$ cat config.mk
export PLATFORM = sky130hd
export DESIGN_NAME = lfsr_stream_packer
export DESIGN_NICKNAME = d
export VERILOG_FILES = /design/src/rtl/lfsr_stream_packer.sv
export SDC_FILE = /design/constraint.sdc
export NUM_CORES = 1
export LEC_CHECK = 0
export BUFFER_PORTS_ARGS = -buffer_cell sky130_fd_sc_hd__buf_2
export CORE_ASPECT_RATIO = 0.75
export CORE_MARGIN = 5
export CORE_UTILIZATION = 47
export CTS_CLUSTER_DIAMETER = 150
export CTS_CLUSTER_SIZE = 28
export DETAILED_ROUTE_END_ITERATION = 8
export PLACE_DENSITY = 0.72
export SLEW_MARGIN = 20
export SYNTH_ARGS = -nofsm -noshare
export SYNTH_HDL_FRONTEND = slang
export SYNTH_SLANG_ARGS = --single-unit
$ cat constraint.sdc
create_clock -name clk -period 6.6 [get_ports clk]
set_input_delay 0.33 -clock clk [delete_from_list [all_inputs] [get_ports clk]]
set_output_delay 0.33 -clock clk [all_outputs]
set_load 0.01 [all_outputs]
$ cat src/rtl/lfsr_stream_packer.sv
// lfsr_stream_packer
// Packs the serial output bit of the LFSR chain MSB-first into WIDTH-bit
// words, queues completed words in a DEPTH-entry FIFO and drains them over a
// valid/ready handshake. Counts accepted words and flags dropped words.
//
// Ports:
//   clk         rising-edge clock
//   reset       synchronous active-high reset
//   d, d_en     serial data bit and its sample qualifier
//   flush       push the partial word now (unfilled bits 0)
//   word_out    FIFO head, valid while word_valid = 1
//   word_valid  FIFO non-empty
//   word_ready  consumer accepts head this cycle
//   fill_level  FIFO occupancy, 0..DEPTH
//   word_count  words accepted into the FIFO, wraps at 16 bits
//   overflow    sticky: a word was dropped because the FIFO was full
//   sig         16-bit serial CRC (poly 0x1021), only with LFSR_PACK_SIG_EN
//
// Build option: define LFSR_PACK_SIG_EN to add the sig port and CRC logic.
module lfsr_stream_packer #(
  parameter int unsigned WIDTH = 32,
  parameter int unsigned DEPTH = 4
) (
  input  logic                     clk,
  input  logic                     reset,
  input  logic                     d,
  input  logic                     d_en,
  input  logic                     flush,
  output logic [WIDTH-1:0]         word_out,
  output logic                     word_valid,
  input  logic                     word_ready,
  output logic [$clog2(DEPTH):0]   fill_level,
  output logic [15:0]              word_count,
  output logic                     overflow
`ifdef LFSR_PACK_SIG_EN
  ,
  output logic [15:0]              sig
`endif
);

  localparam int unsigned IW = $clog2(WIDTH);
  localparam int unsigned AW = $clog2(DEPTH);
  localparam int unsigned PW = AW + 1;
  // Pointer XOR pattern meaning "full": wrap bits differ, address bits equal
  localparam logic [PW-1:0] FULL_XOR = PW'(DEPTH);

  logic [IW-1:0]    r_idx;
  logic [WIDTH-1:0] r_sreg;
  logic [PW-1:0]    r_wr_ptr;
  logic [PW-1:0]    r_rd_ptr;
  logic [15:0]      r_word_count;
  logic             r_overflow;
  logic [WIDTH-1:0] r_mem [DEPTH];

  logic [IW-1:0]    w_pos;
  logic [WIDTH-1:0] w_word;
  logic             w_complete;
  logic             w_flush;
  logic             w_push;
  logic             w_full;
  logic             w_empty;
  logic             w_pop;
  logic             w_accept;

  // Assembled word including the current bit (if sampled)
  always_comb begin
    w_word = r_sreg;
    w_pos  = IW'(WIDTH - 1) - r_idx;
    if (d_en) begin
      w_word[w_pos] = d;
    end
  end

  assign w_complete = d_en && (r_idx == IW'(WIDTH - 1));
  assign w_flush    = flush && ((r_idx != '0) || d_en);
  assign w_push     = w_complete || w_flush;

  assign w_empty  = (r_wr_ptr == r_rd_ptr);
  assign w_full   = ((r_wr_ptr ^ r_rd_ptr) == FULL_XOR);
  assign w_pop    = !w_empty && word_ready;
  // A full FIFO can still take a word when the head leaves in the same cycle
  assign w_accept = w_push && (!w_full || w_pop);

  // Bit assembly
  always_ff @(posedge clk) begin
    if (reset) begin
      r_idx  <= '0;
      r_sreg <= '0;
    end else if (w_push) begin
      r_idx  <= '0;
      r_sreg <= '0;
    end else if (d_en) begin
      r_idx  <= r_idx + IW'(1);
      r_sreg <= w_word;
    end
  end

  // FIFO pointers, word counter and sticky overflow
  always_ff @(posedge clk) begin
    if (reset) begin
      r_wr_ptr     <= '0;
      r_rd_ptr     <= '0;
      r_word_count <= '0;
      r_overflow   <= 1'b0;
    end else begin
      if (w_accept) begin
        r_wr_ptr     <= r_wr_ptr + PW'(1);
        r_word_count <= r_word_count + 16'd1;
      end
      if (w_pop) begin
        r_rd_ptr <= r_rd_ptr + PW'(1);
      end
      if (w_push && !w_accept) begin
        r_overflow <= 1'b1;
      end
    end
  end

  // FIFO storage, no reset needed: contents are only visible when valid
  always_ff @(posedge clk) begin
    if (!reset && w_accept) begin
      r_mem[r_wr_ptr[AW-1:0]] <= w_word;
    end
  end

  assign word_out   = r_mem[r_rd_ptr[AW-1:0]];
  assign word_valid = !w_empty;
  assign fill_level = r_wr_ptr - r_rd_ptr;
  assign word_count = r_word_count;
  assign overflow   = r_overflow;

`ifdef LFSR_PACK_SIG_EN
  logic [15:0] r_sig;
  logic        w_fb;

  assign w_fb = r_sig[15] ^ d;

  // Serial CRC-16 over every sampled bit, independent of FIFO and flush
  always_ff @(posedge clk) begin
    if (reset) begin
      r_sig <= 16'hFFFF;
    end else if (d_en) begin
      r_sig <= {r_sig[14:0], 1'b0} ^ (w_fb ? 16'h1021 : 16'h0000);
    end
  end

  assign sig = r_sig;
`endif

endmodule

* After elaboration in Yosys (flattened, before gate mapping) *
Memory sizes are Yosys's and may differ from the RTL's. A register that Yosys moved wholly into a read port is not among the register bits.
Index checks and enable logic that the tools add are counted.

storage, ports and cells
  bits in writable memories = 128
  output and inout bits = 53
  memories kept = 1
  logic and storage cells = 43
  input bits = 6
  register bits = 60

memory list
  memory  words  bits a word  rd ports  clocked after memory_dff  write ports  RTL line  source
  r_mem   4      32           1         1                         1            53        logic [WIDTH-1:0] r_mem [DEPTH];

cells by class
  mux-type cells = 8
  reduce and logical (&&, ||, !) cells = 16
  bitwise logic cells = 1
  add/subtract/negate cells = 6
  magnitude comparators = 2
  eq/ne operators = 3

operators by type and width
  kind                     count
  $bwmux W32               1
  $mux W32                 1
  $add A16 B1 Y16 const B  1
  $logic_and A1 B1 Y1      7
  $add A3 B1 Y3 const B    2
  $lt A5 B6 Y1 const B     1
  $add A5 B1 Y5 const B    1
  $demux W1 S5             1
  $eq A5 B5 Y1 const B     1
  $ge A5 B1 Y1 const B     1
  $reduce_bool A5 Y1       1
  $sub A5 B5 Y5 const A    1
  $logic_not A1 Y1         4
  $mux W2                  2
  $eq A3 B3 Y1             1
  $eq A3 B3 Y1 const B     1
  $logic_or A1 B1 Y1       3
  $mux W1                  3
  $sub A3 B3 Y3            1
  $xor A3 B3 Y3            1
  $reduce_or A2 Y1         1

* Depth between registers and ports, before layout *
Gate-level depths: netlist of run 1.

  depth after elaboration = 8
  depth in mapped cells = 9
  depth with buffers taken out = 7

* Worst setup path before layout of run 1 *
Ideal clock, no wire load.

  kind = flip-flop to flip-flop
  start point = reg r_idx[2]
  end point = mem r_mem[1][0], enable pin
  cell stages (with the launch flop) = 8
  setup slack = 2.216 ns
  library setup time = 0.468 ns
  period minus slack after synthesis = 4.384 ns
  buffers on the path = 1
  data required time = 6.132 ns
  data arrival time = 3.916 ns
  path through = dfxtp_1 -> clkbuf_1 -> and3_1 -> ha_1 -> a21oi_1 -> a31oi_1 -> nand2_1 -> nor3b_1

on the way
  word-level cells in the longest chain between the ends = 8
  elaborated cells on any way between the ends = 10
  those cells by class = eq/ne: 1; mux: 2; reduce/logical: 7

ends and longest elaborated chain
  element                            RTL line  source
  start: declaration                 47        logic [IW-1:0] r_idx;
  start signal: assignment           93        r_idx <= r_idx + IW'(1);
  $reduce_bool A5 Y1                 75        assign w_flush = flush && ((r_idx != '0) || d_en);
  $logic_or A1 B1 Y1                 75
  $logic_and A1 B1 Y1                75
  $logic_or A1 B1 Y1 (*)             76        assign w_push = w_complete || w_flush;
  $logic_and A1 B1 Y1 (*)            82        assign w_accept = w_push && (!w_full || w_pop);
  $logic_and A1 B1 Y1 (*)            121       if (!reset && w_accept) begin
  $mux W1 (*)                        121
  $mux W1 (not written as such) (*)  122       r_mem[r_wr_ptr[AW-1:0]] <= w_word;
  end: declaration                   53

Every way passes the cells marked *; elsewhere a longest branch is shown, timed or not.

* Final worst setup path of run 1 *
  start point = reg r_idx[0]
  end point = mem r_mem[1][12], enable pin

Same word-level chain as after synthesis.

==> metrics.yaml, run 1 <==
status:
  status: "complete, no violations"
finish:
  layout-drive-gt1-share_pct: 30.2
  area_delta_synth_final_pct: 14.4
  final_cell_mix: "edfxtp_1 (128), dfxtp_1 (61), buf_2 (58)"
  antenna_cells: 0
  final_common_cell: "edfxtp_1"
  nets: 576
power:
  p_sw_mw: 0.565
  intPower_mw: 1.98
  pwr-share-seq_pct: 50.5
  p_total_mw: 2.55
  clkPwrFrac_pct: 39.7
  combPwrFrac_pct: 9.8
  swShare_pct: 22.2
  leakage_nw: 3.07
  ir_drop_uv: 171
  power_density_mw_per_mm2: 290
yosys:
  synth_cell_type_count: 41
  syn_nets: 518
  synth_seq_cells: 190
  seq_area_frac_synth_pct: 66.2
  synthFlopType: "edfxtp_1"
  postSynthAreaPerCell_sq_um: 15.4
  async_flop_share_pct: 0
  yosys_warnings: 0
  synth_edf_count: 128
  synthesis.area_sq_mm: 0.00768
  synth_cells: 498
sta:
  worst_slew_pin_slew_ns: 0.947
  relSlewSlack_pct: 36.8
  fin_skew_ns: 0.00586
  clock.fmax_ghz: 0.341
  maxSlewViolCount: 0
  hold_viol: 0
  fin_setup_tns_ns: 0
  rsz0062_at_grt: "false"
  finalCritPeriodShare_pct: 44.4
  fin_crit_ns: 2.93
  setup_viol_count_final: 0
run:
  cap_viol_max_count: 0
placement:
  gp_congestion: 0.814
  hpwl_microns: 9050
  io_buffers: 58
clock_network:
  cts.repair.resized: 0
  cts_hold_buf: 0
  clock_latency_ns: 0.43
  cts.htree.levels: 4
  postCtsSetupBuffers: 0
  clk_pin_slew_ns: 0.06
  cts_buffer_depth: 2
  tritoncts: "built"
  clk_root_buffer_cell: "clkbuf_16"
  cts_buffers: 17
  cts_sinks: 190
die:
  fp.dieW_microns: 158
  ios: 59
  die_area_sq_mm: 0.0190
  core_sq_mm: 0.0160
  rows: 40
  start_util_pct: 48.0
  fp.dieH_microns: 121
worst_setup_path:
  crit_required_ns: 6.66
  path_max_fanout: 32
  arrival_ns: 2.99
  path_class: "reg -> reg"
  start_kind: "flip-flop"
  end_kind: "flip-flop"
global_routing:
  overflow: 0
  grt_pass1_wl_microns: 23400
  antenna_found_initial: 0
  grt_use_total_pct: 16.2
  grt_pass1_vias: 4349
  grt_max_degree: 38
routing:
  ant_nets: 0
  via_per_inst: 5.45
  wire_per_inst_microns: 18.9
  dr.pass1.iters: 4
  drc: 0
  dr_total_vias: 4242
  routed_wl_microns: 14700
  drt_iter0_drc: 221
min_path:
  hold_path_class: "in -> reg"
-- worst max-delay path, cell delays in order (launching register included) --
cell	delay, ns
dfxtp_1	0.44
ha_1	0.21
and3_1	0.16
ha_1	0.15
a21oi_1	0.08
a31oi_1	0.51
nand2_1	0.29
nor3b_2	0.24
buf_4	0.48
-- cells in the mapped netlist (2+ instances only) --
| cell | number | area [sq um] |
|---|---|---|
| buf_1 | 2 | 7.51 |
| a21oi_1 | 20 | 100 |
| mux4_2 | 32 | 721 |
| xnor2_1 | 2 | 17.5 |
| mux2i_1 | 2 | 20.0 |
| nand3b_1 | 3 | 22.5 |
| o21ai_0 | 6 | 30.0 |
| mux2_2 | 32 | 360 |
| or3b_2 | 3 | 26.3 |
| buf_2 | 7 | 35.0 |
| or3_1 | 4 | 25.0 |
| clkbuf_1 | 15 | 56.3 |
| nand4_1 | 2 | 12.5 |
| inv_1 | 10 | 37.5 |
| nand2_1 | 12 | 45.0 |
| nor3b_1 | 4 | 30.0 |
| buf_4 | 2 | 15.0 |
| o31ai_1 | 12 | 90.1 |
| ha_1 | 13 | 163 |
| or4_1 | 12 | 90.1 |
| xor2_1 | 5 | 43.8 |
| and4_1 | 3 | 26.3 |
| mux2_1 | 2 | 22.5 |
| nor2b_1 | 34 | 213 |
| nor2_1 | 43 | 161 |
| edfxtp_1 | 128 | 3840 |
| nand3_1 | 12 | 60.1 |
| and2_1 | 2 | 12.5 |
| dfxtp_1 | 62 | 1240 |
-- worst paths after layout --
check | endpoint | start | slack [ns] | cells after the start
setup reg to reg | r_mem[1][12]$_DFFE_PP_ | r_idx[0]$_SDFFE_PP0P_ | 3.67 | 8
hold reg to reg | word_count[9]$_SDFFE_PP0N_ | word_count[9]$_SDFFE_PP0N_ | 0.49 | 2
setup / recovery | r_mem[1][12]$_DFFE_PP_ | r_idx[0]$_SDFFE_PP0P_ | 3.67 | 8
hold / removal | flip-flop | word_ready | 0.28 | 3
-- per-stage QoR --
stage / instance area [sq um] / hold WS [ns] / worst slack (ns) / util, % / std cells
global route: 8790 / 0.290 / 3.52 / 54.9 / 779
global placement: 8190 / 0.455 / 3.86 / 51.1 / 747
detailed placement: 8190 / 0.481 / 3.72 / 51.1 / 747
floorplan: 7680 / 0.484 / 2.22 / - / 498
finish: 8790 / 0.277 / 3.67 / 54.9 / 779
CTS: 8790 / 0.252 / 3.67 / 54.9 / 779
-- power groups by stage --
stage | clock [mW] | sequential (mW) | combinational, mW
after floorplan | 0 | 1.31 | 0.175
after global placement | 0 | 1.31 | 0.252
after detailed placement | 0 | 1.31 | 0.257
after CTS | 1.03 | 1.29 | 0.258
after global routing | 1.08 | 1.29 | 0.277
final | 1.01 | 1.29 | 0.250
-- sequential cells by signal, summed over array words and instances (netlist names), named ones only --
register	cells
r_mem	128
r_rd_ptr	3
word_count	16
r_idx	5
r_sreg	32
overflow	1
r_wr_ptr	3
-- cell families (layout without fill, tap and decap cells) --
group / Yosys count / in the layout / share of synthesized area, %
AOI/OAI and AO/OA: 43 / 43 / 3.71
and+or+nand+nor: 138 / 138 / 9.79
buffers and inverters: 37 / 108 / 2.12
DFF: 190 / 190 / 66.2
adders and majority gates: 14 / 14 / 2.38
xor gates and xnor gates: 8 / 8 / 1.16
muxes: 68 / 68 / 14.6
-- per-layer routing --
| metal | vias to the layer above | track usage [%] | share of wire, % |
|---|---|---|---|
| li1 | 1996 | - | - |
| met1 | 2143 | 22.6 | 48 |
| met2 | 94 | 24.7 | 47 |
| met3 | 9 | 4.69 | 4.7 |
| met4 | 0 | 4.94 | 0.66 |
| met5 | - | 0 | 0 |
-- cell type report --
class	instances	area, sq um
well taps	210	263
flip-flops and latches	190	5090
fillers	1315	7230
inverters	10	37.5
multi-input cells	271	2450
clock buffers	23	522
repair buffers	66	350
clock inverters	9	76.3
No activity file was read; power rests on OpenSTA's default activity.
==> run 2: changes to the inputs <==
ABC_AREA = 1   (was unset)
clock period = 2.7 ns   (was 6.6 ns; I/O delays follow)
==> run 2 against run 1 <==
  * Clock skew is 0.0065 ns higher
  * First-iteration DRC count is 99% higher
  * Combinational power grew to 3.9 times the previous value
  * Cell area is 3.3% higher
  * Worst setup slack worse by 3.3 ns
  * Synthesized cell count is 62% higher
  * Routed wire length is 14% higher
  * Critical path type unchanged
==> metrics.yaml, run 2 <==
clock_network:
  clk_root_buffer_cell: "clkbuf_16"
  cts_buffers: 17
  clock_latency_ns: 0.43
  postCtsSetupBuffers: 0
  cts_sinks: 190
  cts.repair.resized: 0
  cts_buffer_depth: 2
  cts.htree.levels: 4
  cts_hold_buf: 0
  tritoncts: "built"
  clk_pin_slew_ns: 0.07
worst_setup_path:
  crit_required_ns: 2.82
  path_max_fanout: 32
  start_kind: "flip-flop"
  end_kind: "flip-flop"
  path_class: "reg -> reg"
  arrival_ns: 2.47
power:
  ir_drop_uv: 433
  p_total_mw: 6.66
  leakage_nw: 3.72
  power_density_mw_per_mm2: 733
placement:
  gp_congestion: 0.821
  hpwl_microns: 10700
  io_buffers: 58
  dp_cells: 1059
  pre_cts_slack_ns: 0.341
  place_area_sq_mm: 0.00847
yosys:
  synth_most_common_cell: "nor2_1"
  synth_cell_type_count: 29
  synthTopCellsByArea: "edfxtp_1 (49%), dfxtp_1 (16%), nor2_1 (7.3%)"
  yosys.area.top_type_share_pct: 48.7
  yosysTopAreaCell: "edfxtp_1"
  seq_area_frac_synth_pct: 64.4
  yosys-top-cells-count: "nor2_1 (153), edfxtp_1 (128), nand2_1 (125), o21ai_0 (96), inv_1 (94)"
  synth_cells: 807
  yosys_warnings: 0
  async_flop_share_pct: 0
  synthesis.area_sq_mm: 0.00790
  synth_seq_cells: 190
  synth_edf_count: 128
  syn_nets: 827
  postSynthAreaPerCell_sq_um: 9.79
  synthFlopType: "edfxtp_1"
global_routing:
  overflow: 0
  grt_use_total_pct: 17.5
  grt_max_degree: 65
  grt_pass1_wl_microns: 26900
  grt_pass1_vias: 5148
  antenna_found_initial: 0
finish:
  final_common_cell: "nor2_1"
  antenna_cells: 0
  final_cell_mix: "nor2_1 (149), edfxtp_1 (128), nand2_1 (125)"
  final_cells: 1091
  layout-drive-gt1-share_pct: 13.0
  nets: 883
  largest_register_ff_count: 128
  final_cell_area_sq_mm: 0.00908
  area_delta_synth_final_pct: 14.9
routing:
  top_layer_used: "met4"
  via_per_inst: 5.11
  wire_per_inst_microns: 15.4
  routed_wl_microns: 16800
  route.met2.wl_microns: 7380
  wl_met1_microns: 8340
  dr_total_vias: 5578
  drc: 0
  drt_iter0_drc: 439
  met3_length_microns: 951
  dr.pass1.iters: 4
  ant_nets: 0
die:
  ios: 59
  die_area_sq_mm: 0.0195
  rows: 41
  start_util_pct: 47.4
  fp.dieW_microns: 160
  fp.dieH_microns: 122
  core_sq_mm: 0.0167
run:
  cap_viol_max_count: 0
min_path:
  hold_path_class: "in -> reg"
sta:
  worst_slew_pin_slew_ns: 0.905
  setup_viol_count_final: 0
  maxSlewViolCount: 0
  fin_skew_ns: 0.0123
  fin_crit_ns: 2.35
  clock.fmax_ghz: 0.426
  relSlewSlack_pct: 39.6
  hold_viol: 0
  rsz0062_at_grt: "false"
  finalCritPeriodShare_pct: 86.9
  fin_setup_tns_ns: 0
  layout_setup_ws_ns: 0.353
status:
  status: "complete, no violations"
-- run 2: cell types whose count changed after synthesis, sizes merged, moves of 32 or more --
cell	previous run	this run
o21ai	6	101
mux4	32	0
nor2b	34	0
o22ai	0	32
nor2	43	155
nand2	12	129
inv	10	98
mux2	34	0
-- run 2: area by class of cell --
cell class	count	area, sq um
multi-input cells	487	2340
clock inverters	13	150
clock buffers	19	453
flip-flops and latches	190	5090
inverters	100	375
repair buffers	67	408
well taps	215	269
fillers	1433	7590
-- run 2: stage by stage --
stage / hold WS, ns / util [%]
final: 0.0349 / 54.4
after floorplan: 0.331 / -
after CTS: 0.0254 / 54.4
after global routing: 0.0344 / 54.4
after detailed placement: 0.475 / 50.8
after global placement: 0.465 / 50.8
-- run 2: per-layer routing --
metal  track usage (%)  vias up
met5                 0        -
met4              4.55        0
met3              3.59       10
met2              26.8      143
met1              25.7     2632
li1                  -     2793
-- run 2: worst max-delay path: stages (launching register included) --
cell	delay (ns)
dfxtp_1	0.40
ha_1	0.19
inv_1	0.04
nor2_1	0.09
ha_1	0.15
a21oi_1	0.06
inv_1	0.13
nand2_4	0.11
nor2_8	0.24
nand2_2	0.19
nor2_2	0.17
buf_12	0.24
-- run 2: logic make-up (layout without fill, tap and decap cells) --
| group | count (synthesis) | after routing | share of synthesized area [%] |
|---|---|---|---|
| flops | 190 | 190 | 64.4 |
| simple gates | 308 | 308 | 15.7 |
| xor+xnor | 4 | 4 | 0.444 |
| compound gates | 161 | 161 | 10.8 |
| buf+inv | 130 | 199 | 6.37 |
| fa+ha+maj | 14 | 14 | 2.31 |
-- run 2: worst paths after layout --
path,start,endpoint,slack (ns),cells past startpoint
worst min-delay path,reset,overflow$_SDFFE_PP0P_,0.03,2
worst max-delay path,r_idx[0]$_SDFFE_PP0P_,r_mem[1][30]$_DFFE_PP_,0.35,11
worst min register to register,overflow$_SDFFE_PP0P_,overflow$_SDFFE_PP0P_,0.51,2
worst max register to register,r_idx[0]$_SDFFE_PP0P_,r_mem[1][30]$_DFFE_PP_,0.35,11
-- run 2: report_power, final --
part | internal [mW] | total, mW | switching [mW]
Clock | 1.43 | 2.53 | 1.09
Combinational | 0.318 | 0.963 | 0.645
Sequential | 3.14 | 3.17 | 0.0293
Total | 4.89 | 6.66 | 1.77
